==> src/rtl/ulpi_tx_sequencer.sv <==
`default_nettype none
// ============================================================================
// Module      : ulpi_tx_sequencer
// Description : Link-side ULPI transmit sequencer. Takes packet bytes over
//               valid/ready, emits TX CMD, data and STP on the 8-bit ULPI bus.
//               It follows PHY dir/nxt, inserts turnaround cycles, retries a
//               TX CMD lost to the PHY, and aborts on bus loss or underrun.
// Revision    : 1.0 - initial release
// ============================================================================
module ulpi_tx_sequencer #(
    parameter logic [1:0]  TXCMD_CODE = 2'b01,
    parameter int unsigned IDLE_GAP   = 2
) (
    input  logic       clk_i,
    input  logic       rst_ni,
    input  logic [7:0] pkt_data_i,
    input  logic       pkt_valid_i,
    input  logic       pkt_last_i,
    output logic       pkt_ready_o,
    input  logic       ulpi_dir_i,
    input  logic       ulpi_nxt_i,
    output logic       ulpi_stp_o,
    output logic       tx_oe_o,
    output logic [7:0] tx_data_o,
    output logic       busy_o,
    output logic       tx_done_o,
    output logic       tx_abort_o
);

    localparam int unsigned          c_GAP_W    = (IDLE_GAP > 1) ? $clog2(IDLE_GAP) : 1;
    localparam logic [c_GAP_W-1:0]   c_GAP_LOAD = c_GAP_W'(IDLE_GAP - 1);

    typedef enum logic [2:0] {
        S_IDLE  = 3'd0,
        S_TURN  = 3'd1,
        S_TXCMD = 3'd2,
        S_DATA  = 3'd3,
        S_STOP  = 3'd4,
        S_DRAIN = 3'd5
    } state_t;

    state_t               r_state;
    logic                 r_dir_q;     // dir seen last cycle, for edge detection
    logic                 r_tx_oe;
    logic [7:0]           r_tx_data;
    logic                 r_stp;
    logic                 r_done;
    logic                 r_abort;
    logic [c_GAP_W-1:0]   r_gap;       // idle cycles still owed after a STOP
    logic                 r_pid_pend;  // TX CMD was lost to the PHY, resend stored PID
    logic [3:0]           r_pid;
    logic                 r_last;      // byte currently on the bus is the packet's last
    logic                 r_underrun;  // STOP was an underrun abort, drain afterwards
    logic                 r_dir_chg;   // dir toggled while draining, turnaround needed

    logic                 w_dir_edge;
    logic                 w_can_start;
    logic                 w_ready;

    assign w_dir_edge  = ulpi_dir_i ^ r_dir_q;
    assign w_can_start = !ulpi_dir_i && !w_dir_edge && (r_gap == '0);

    // Byte-consume strobe: only ever asserted together with pkt_valid_i
    always_comb begin
        w_ready = 1'b0;
        case (r_state)
            S_IDLE:          w_ready = w_can_start && !r_pid_pend && pkt_valid_i;
            S_TXCMD, S_DATA: w_ready = !ulpi_dir_i && ulpi_nxt_i && !r_last && pkt_valid_i;
            S_DRAIN:         w_ready = pkt_valid_i;
            default:         w_ready = 1'b0;
        endcase
    end

    assign pkt_ready_o = w_ready;
    assign ulpi_stp_o  = r_stp;
    assign tx_oe_o     = r_tx_oe;
    assign tx_data_o   = r_tx_data;
    assign busy_o      = (r_state != S_IDLE);
    assign tx_done_o   = r_done;
    assign tx_abort_o  = r_abort;

    // Sequencer FSM with registered bus-side outputs
    always_ff @(posedge clk_i or negedge rst_ni) begin
        if (!rst_ni) begin
            r_state    <= S_IDLE;
            r_dir_q    <= 1'b0;
            r_tx_oe    <= 1'b0;
            r_tx_data  <= 8'h00;
            r_stp      <= 1'b0;
            r_done     <= 1'b0;
            r_abort    <= 1'b0;
            r_gap      <= '0;
            r_pid_pend <= 1'b0;
            r_pid      <= 4'h0;
            r_last     <= 1'b0;
            r_underrun <= 1'b0;
            r_dir_chg  <= 1'b0;
        end else begin
            r_dir_q <= ulpi_dir_i;
            r_stp   <= 1'b0;
            r_done  <= 1'b0;
            r_abort <= 1'b0;
            if (r_gap != '0) begin
                r_gap <= r_gap - 1'b1;
            end

            case (r_state)
                S_IDLE: begin
                    if (w_dir_edge) begin
                        r_state <= S_TURN;
                    end else if (w_can_start && (r_pid_pend || pkt_valid_i)) begin
                        r_state <= S_TXCMD;
                        r_tx_oe <= 1'b1;
                        if (r_pid_pend) begin
                            r_tx_data <= {TXCMD_CODE, 2'b00, r_pid};
                        end else begin
                            r_pid     <= pkt_data_i[3:0];
                            r_last    <= pkt_last_i;
                            r_tx_data <= {TXCMD_CODE, 2'b00, pkt_data_i[3:0]};
                        end
                    end
                end

                S_TURN: begin
                    // Another dir toggle restarts the turnaround cycle
                    if (!w_dir_edge) begin
                        r_state <= S_IDLE;
                    end
                end

                S_TXCMD: begin
                    if (ulpi_dir_i) begin
                        // PHY grabbed the bus before accepting the TX CMD: retry later
                        r_pid_pend <= 1'b1;
                        r_tx_oe    <= 1'b0;
                        r_state    <= S_TURN;
                    end else if (ulpi_nxt_i) begin
                        r_pid_pend <= 1'b0;
                        if (r_last) begin
                            r_tx_data <= 8'h00;
                            r_stp     <= 1'b1;
                            r_done    <= 1'b1;
                            r_state   <= S_STOP;
                        end else if (pkt_valid_i) begin
                            r_tx_data <= pkt_data_i;
                            r_last    <= pkt_last_i;
                            r_state   <= S_DATA;
                        end else begin
                            r_tx_data  <= 8'hFF;
                            r_stp      <= 1'b1;
                            r_abort    <= 1'b1;
                            r_underrun <= 1'b1;
                            r_state    <= S_STOP;
                        end
                    end
                end

                S_DATA: begin
                    if (ulpi_dir_i) begin
                        // Bus lost mid-packet: no STP, discard whatever is left
                        r_tx_oe <= 1'b0;
                        r_abort <= 1'b1;
                        if (r_last) begin
                            r_state <= S_TURN;
                        end else begin
                            r_dir_chg <= 1'b1;
                            r_state   <= S_DRAIN;
                        end
                    end else if (ulpi_nxt_i) begin
                        if (r_last) begin
                            r_tx_data <= 8'h00;
                            r_stp     <= 1'b1;
                            r_done    <= 1'b1;
                            r_state   <= S_STOP;
                        end else if (pkt_valid_i) begin
                            r_tx_data <= pkt_data_i;
                            r_last    <= pkt_last_i;
                        end else begin
                            r_tx_data  <= 8'hFF;
                            r_stp      <= 1'b1;
                            r_abort    <= 1'b1;
                            r_underrun <= 1'b1;
                            r_state    <= S_STOP;
                        end
                    end
                end

                S_STOP: begin
                    r_tx_oe    <= 1'b0;
                    r_tx_data  <= 8'h00;
                    r_gap      <= c_GAP_LOAD;
                    r_underrun <= 1'b0;
                    if (r_underrun) begin
                        r_dir_chg <= w_dir_edge;
                        r_state   <= S_DRAIN;
                    end else if (w_dir_edge) begin
                        r_state <= S_TURN;
                    end else begin
                        r_state <= S_IDLE;
                    end
                end

                S_DRAIN: begin
                    if (w_dir_edge) begin
                        r_dir_chg <= 1'b1;
                    end
                    if (pkt_valid_i && pkt_last_i) begin
                        r_dir_chg <= 1'b0;
                        r_state   <= (r_dir_chg || w_dir_edge) ? S_TURN : S_IDLE;
                    end
                end

                default: begin
                    r_tx_oe <= 1'b0;
                    r_state <= S_IDLE;
                end
            endcase
        end
    end

endmodule
`default_nettype wire

==> config.mk <==
export PLATFORM = sky130hd
export DESIGN_NAME = ulpi_tx_sequencer
export DESIGN_NICKNAME = d
export VERILOG_FILES = /design/src/rtl/ulpi_tx_sequencer.sv
export SDC_FILE = /design/constraint.sdc
export NUM_CORES = 1
export LEC_CHECK = 0
export ABC_AREA = 1
export ABC_CLOCK_PERIOD_IN_PS = 1300
export CAP_MARGIN = 0
export CORE_MARGIN = 3
export CORE_UTILIZATION = 45
export DETAILED_ROUTE_END_ITERATION = 10
export DONT_BUFFER_PORTS = 1
export PLACE_DENSITY = 0.6
export SYNTH_ARGS = -nofsm -noshare
export SYNTH_HDL_FRONTEND = slang
export SYNTH_SLANG_ARGS = --single-unit
==> constraint.sdc <==
create_clock -name clk_i -period 1.3 [get_ports clk_i]
set_input_delay 0.195 -clock clk_i [delete_from_list [all_inputs] [get_ports clk_i]]
set_output_delay 0.195 -clock clk_i [all_outputs]
set_load 0.005 [all_outputs]
==> out/summary.md <==
Drt
• 265 um — Routed met3 length
• 1970 um — met2 wire length
• 14.4 um — mean routed wirelength per cell
• met4 — DR top layer
• 4 — number of search-and-repair iterations in the first detailed-routing pass
• 0 — remaining antenna violation count
• 0 — DRC violation count after routing
• 79 — number of design-rule violations left by the first detailed-router iteration
• 1990 um — wire length the detailed router placed on met1
• 4250 um — drt total wl
• 1,517 — vias after detailed routing
• 5.16 — Vias per Instance

Setup path
• -0.18 ns — FF-to-FF setup slack
• r_dir_q$_DFF_PN0_ — worst reg2reg path startpoint
• 7 — worst-path fanout max
• 9 — worst r2r path cells
• tx_data_o[3]$_DFFE_PN0P_ — reg-to-reg critical path endpoint
• 1.11 ns — critical path required time
• output pin — endpoint kind of the worst setup timing path
• 1.39 ns — Worst Path Arrival
• flip-flop to output pin — critical setup path kind
• flip-flop — nature of the critical path startpoint

Global routing
• 26 — maximum number of pins on one net before global-route repair
• 6880 um — global-route wire length before repair
• 21.4% — GRT Resource Usage Total
• 0 — residual overflow from global routing
• 1,453 — number of global-route vias before repair
• 0 — number of antenna violations at the first check in global routing

Power and ir drop
• 1.02 nW — Pleak
• 61.9% — combinational cell fraction of total power
• 7.8% — Clock Power Share
• 928 uV — VDD IR-drop max
• 0.00209 W — Sw Pwr
• 46.6% — switching power as a share of total power
• 2190 nW/um^2 — power density normalized to cell area
• 0.00447 W — PnR Total Power
• 30.3% — relative contribution of sequential cells to total power
• 0.00239 W — Int Pwr

Synthesis
• 213 — Gate Count Post-Synth
• 7.10 um^2 — Mapped Avg Cell Area
• 100% — async set or reset register ratio after synthesis
• 25 — FF+latch count, synth
• 41.4% — sequential share of the synthesized area
• 1510 um^2 — post-synthesis instance area
• dfrtp_1 — top flip-flop cell by instance count after synthesis
• 24 — synth unique cells
• 0 — Post-synth EDFFs
• 228 — number of nets in the synthesized netlist
• 0 — warning count from the yosys run

Finish
• 294 — final standard cell count with taps included and fillers excluded
• 266 — nets@finish
• 34.0% — share of final-layout standard cells stronger than drive strength 1
• 34.9% — Area growth syn-to-layout
• 0 — # diodes
• 289 — number of filler instances in the final layout
• 908 um^2 — area of the multi-input gates
• 628 um^2 — FF/Latch Area
• 2040 um^2 — summed area of non-filler cells in the final layout

CTS
• clkbuf_4 — root buf cell
• 0.14 ns — clock-pin slew reported for the worst setup and hold paths after clock tree synthesis
• done — clock tree from TritonCTS
• 3 — Num CTS Buffers
• 2 — Max clock buf depth
• 25 — clock sink total
• 1 — Max H-tree Level
• 0.31 ns — later-pin clock latency in the skew report

STA
• 1.58 ns — crit path time final
• true — unrepaired setup endpoints after global routing
• 81.4% — relative slew slack
• 631 MHz — highest clock frequency the design can meet
• -0.284 ns — worst setup margin
• 0.00655 ns — maximum clock skew at final layout
• 0.279 ns — slew at the pin closest to its max-slew limit
• 0 — number of pins exceeding their max-slew limit in the final report
• 122% — fin crit share
• 21 — final setup violation count
• 0 — final hold violations
• -3.35 ns — total negative slack for setup checks

Die
• 28 — total I/O pin count
• 64.0 um — Chip Height
• 48.4% — initial cell density of the core
• 3130 um^2 — area of the core
• 64.0 um — Die W
• 4090 um^2 — area of the die
• 20 — Std-Cell Rows

Min path
• pkt_data_i[0] — hold path start
• r_pid[0]$_DFFE_PN0P_ — worst-case hold path end point
• 2 — cell count of the worst hold path
• input port to flip-flop — hold crit path type

Placed design
• 2970 um — half-perimeter wire length after placement
• 1750 um^2 — Placed Instance Area
• 280 — placed cell count
• -0.190 ns — Post-Place Setup Slack
• 0.958 — GPL Wtd Cong
• 0 — IO buf count

Outcome
• finished, violations left — outcome
• negative setup slack — violations in the final reports

Flow run
• 0 — number of max-cap violations

-- how the worst max path moves through the flow --
stage,from,to,slack (ns)
finish,r_state[1]$_DFFE_PN0P_,pkt_ready_o,-0.28
global placement,r_state[1]$_DFFE_PN0P_,tx_data_o[2]$_DFFE_PN0P_,-0.14
CTS,r_dir_q$_DFF_PN0_,pkt_ready_o,-0.33
detailed placement,r_state[1]$_DFFE_PN0P_,tx_data_o[3]$_DFFE_PN0P_,-0.19
global route,r_state[0]$_DFFE_PN0P_,pkt_ready_o,-0.37
floorplan,r_dir_q$_DFF_PN0_,r_state[1]$_DFFE_PN0P_,-0.0004
-- cell families after synthesis --
group                      share of synthesized area [%]
buffers and inverters                               8.27
DFF                                                 41.4
and+or+nand+nor                                     35.5
AOI/OAI and AO/OA                                   14.1
adders and majority gates                          0.827
-- power groups by stage --
stage | clock, W | sequential (W) | combinational [W]
5_1_grt | 0.000399 | 0.00139 | 0.00306
2_1_floorplan | 0 | 0.00129 | 0.00150
4_1_cts | 0.000359 | 0.00135 | 0.00246
6_report | 0.000348 | 0.00136 | 0.00277
3_3_place_gp | 0 | 0.00136 | 0.00212
3_5_place_dp | 0 | 0.00137 | 0.00217
-- layout by cell type (no fill, tap or decap), drive strengths merged --
master | Yosys | final
clkbuf | 2 | 3
nor4 | 1 | 1
dlygate4sd3 | 0 | 3
clkinv | 0 | 1
a21oi | 7 | 7
buf | 2 | 34
inv | 25 | 25
o22ai | 1 | 1
nand4 | 2 | 2
o21ai | 29 | 29
nand2 | 66 | 66
ha | 1 | 1
o211ai | 1 | 1
nor2 | 34 | 34
nand3 | 15 | 15
dfrtp | 25 | 25
nor3 | 2 | 2
-- layout make-up --
| class | count | share of cell area, % |
|---|---|---|
| multi-input combinational | 159 | 44.5 |
| sequential | 25 | 30.8 |
| timing repair buffer | 37 | 15.7 |
| inverter | 25 | 4.97 |
| tap | 44 | 2.70 |
| clock buffer | 3 | 1.10 |
| clock inverter | 1 | 0.245 |
-- flip-flops by register name, indices dropped and copies added (netlist names) --
signal and flops:
r_underrun 1, tx_data_o 8, r_last 1, r_dir_chg 1, r_dir_q 1, r_gap 1
r_state 3, r_pid 4, r_pid_pend 1, tx_oe_o 1, tx_done_o 1, tx_abort_o 1
ulpi_stp_o 1
-- synth_stat cells (4+ instances only) --
| master | number | area (um^2) |
|---|---|---|
| a21oi_1 | 6 | 30.0 |
| dfrtp_1 | 25 | 626 |
| inv_1 | 22 | 82.6 |
| nand2_1 | 62 | 233 |
| nand2_4 | 4 | 45.0 |
| nand3_1 | 15 | 75.1 |
| nor2_1 | 31 | 116 |
| o21ai_0 | 27 | 135 |
-- layer usage --
metal | vias up | GRT usage [%]
met3 | 2 | 4.57
met2 | 45 | 33.4
met4 | 0 | 4.85
met5 | - | 0
li1 | 760 | -
met1 | 710 | 30.3
-- through the flow --
step	hold WS [ns]	util, %
2_1_floorplan	-0.101	-
3_3_place_gp	-0.100	56.0
3_5_place_dp	-0.0999	56.0
4_1_cts	0.0150	61.6
5_1_grt	0.0171	65.2
6_report	0.0300	65.2
-- worst max-delay path, cell delays in order, from the launching register on --
cell and delay, ns:
dfrtp_2 0.50, nand2_8 0.12, inv_2 0.06, o21ai_0 0.10
nand3_2 0.13, a21oi_2 0.17
-- repair_timing --
item                                   CTS  global route
endpoints found under the hold margin   27             1
gates resized for setup                 29            24
cloned                                   0             0
buffers inserted                         5             2
pin swaps                               19            18
hold buffers                             3             1
setup endpoints to repair               22            23
Note: power is estimated with default switching activity, not from simulation.
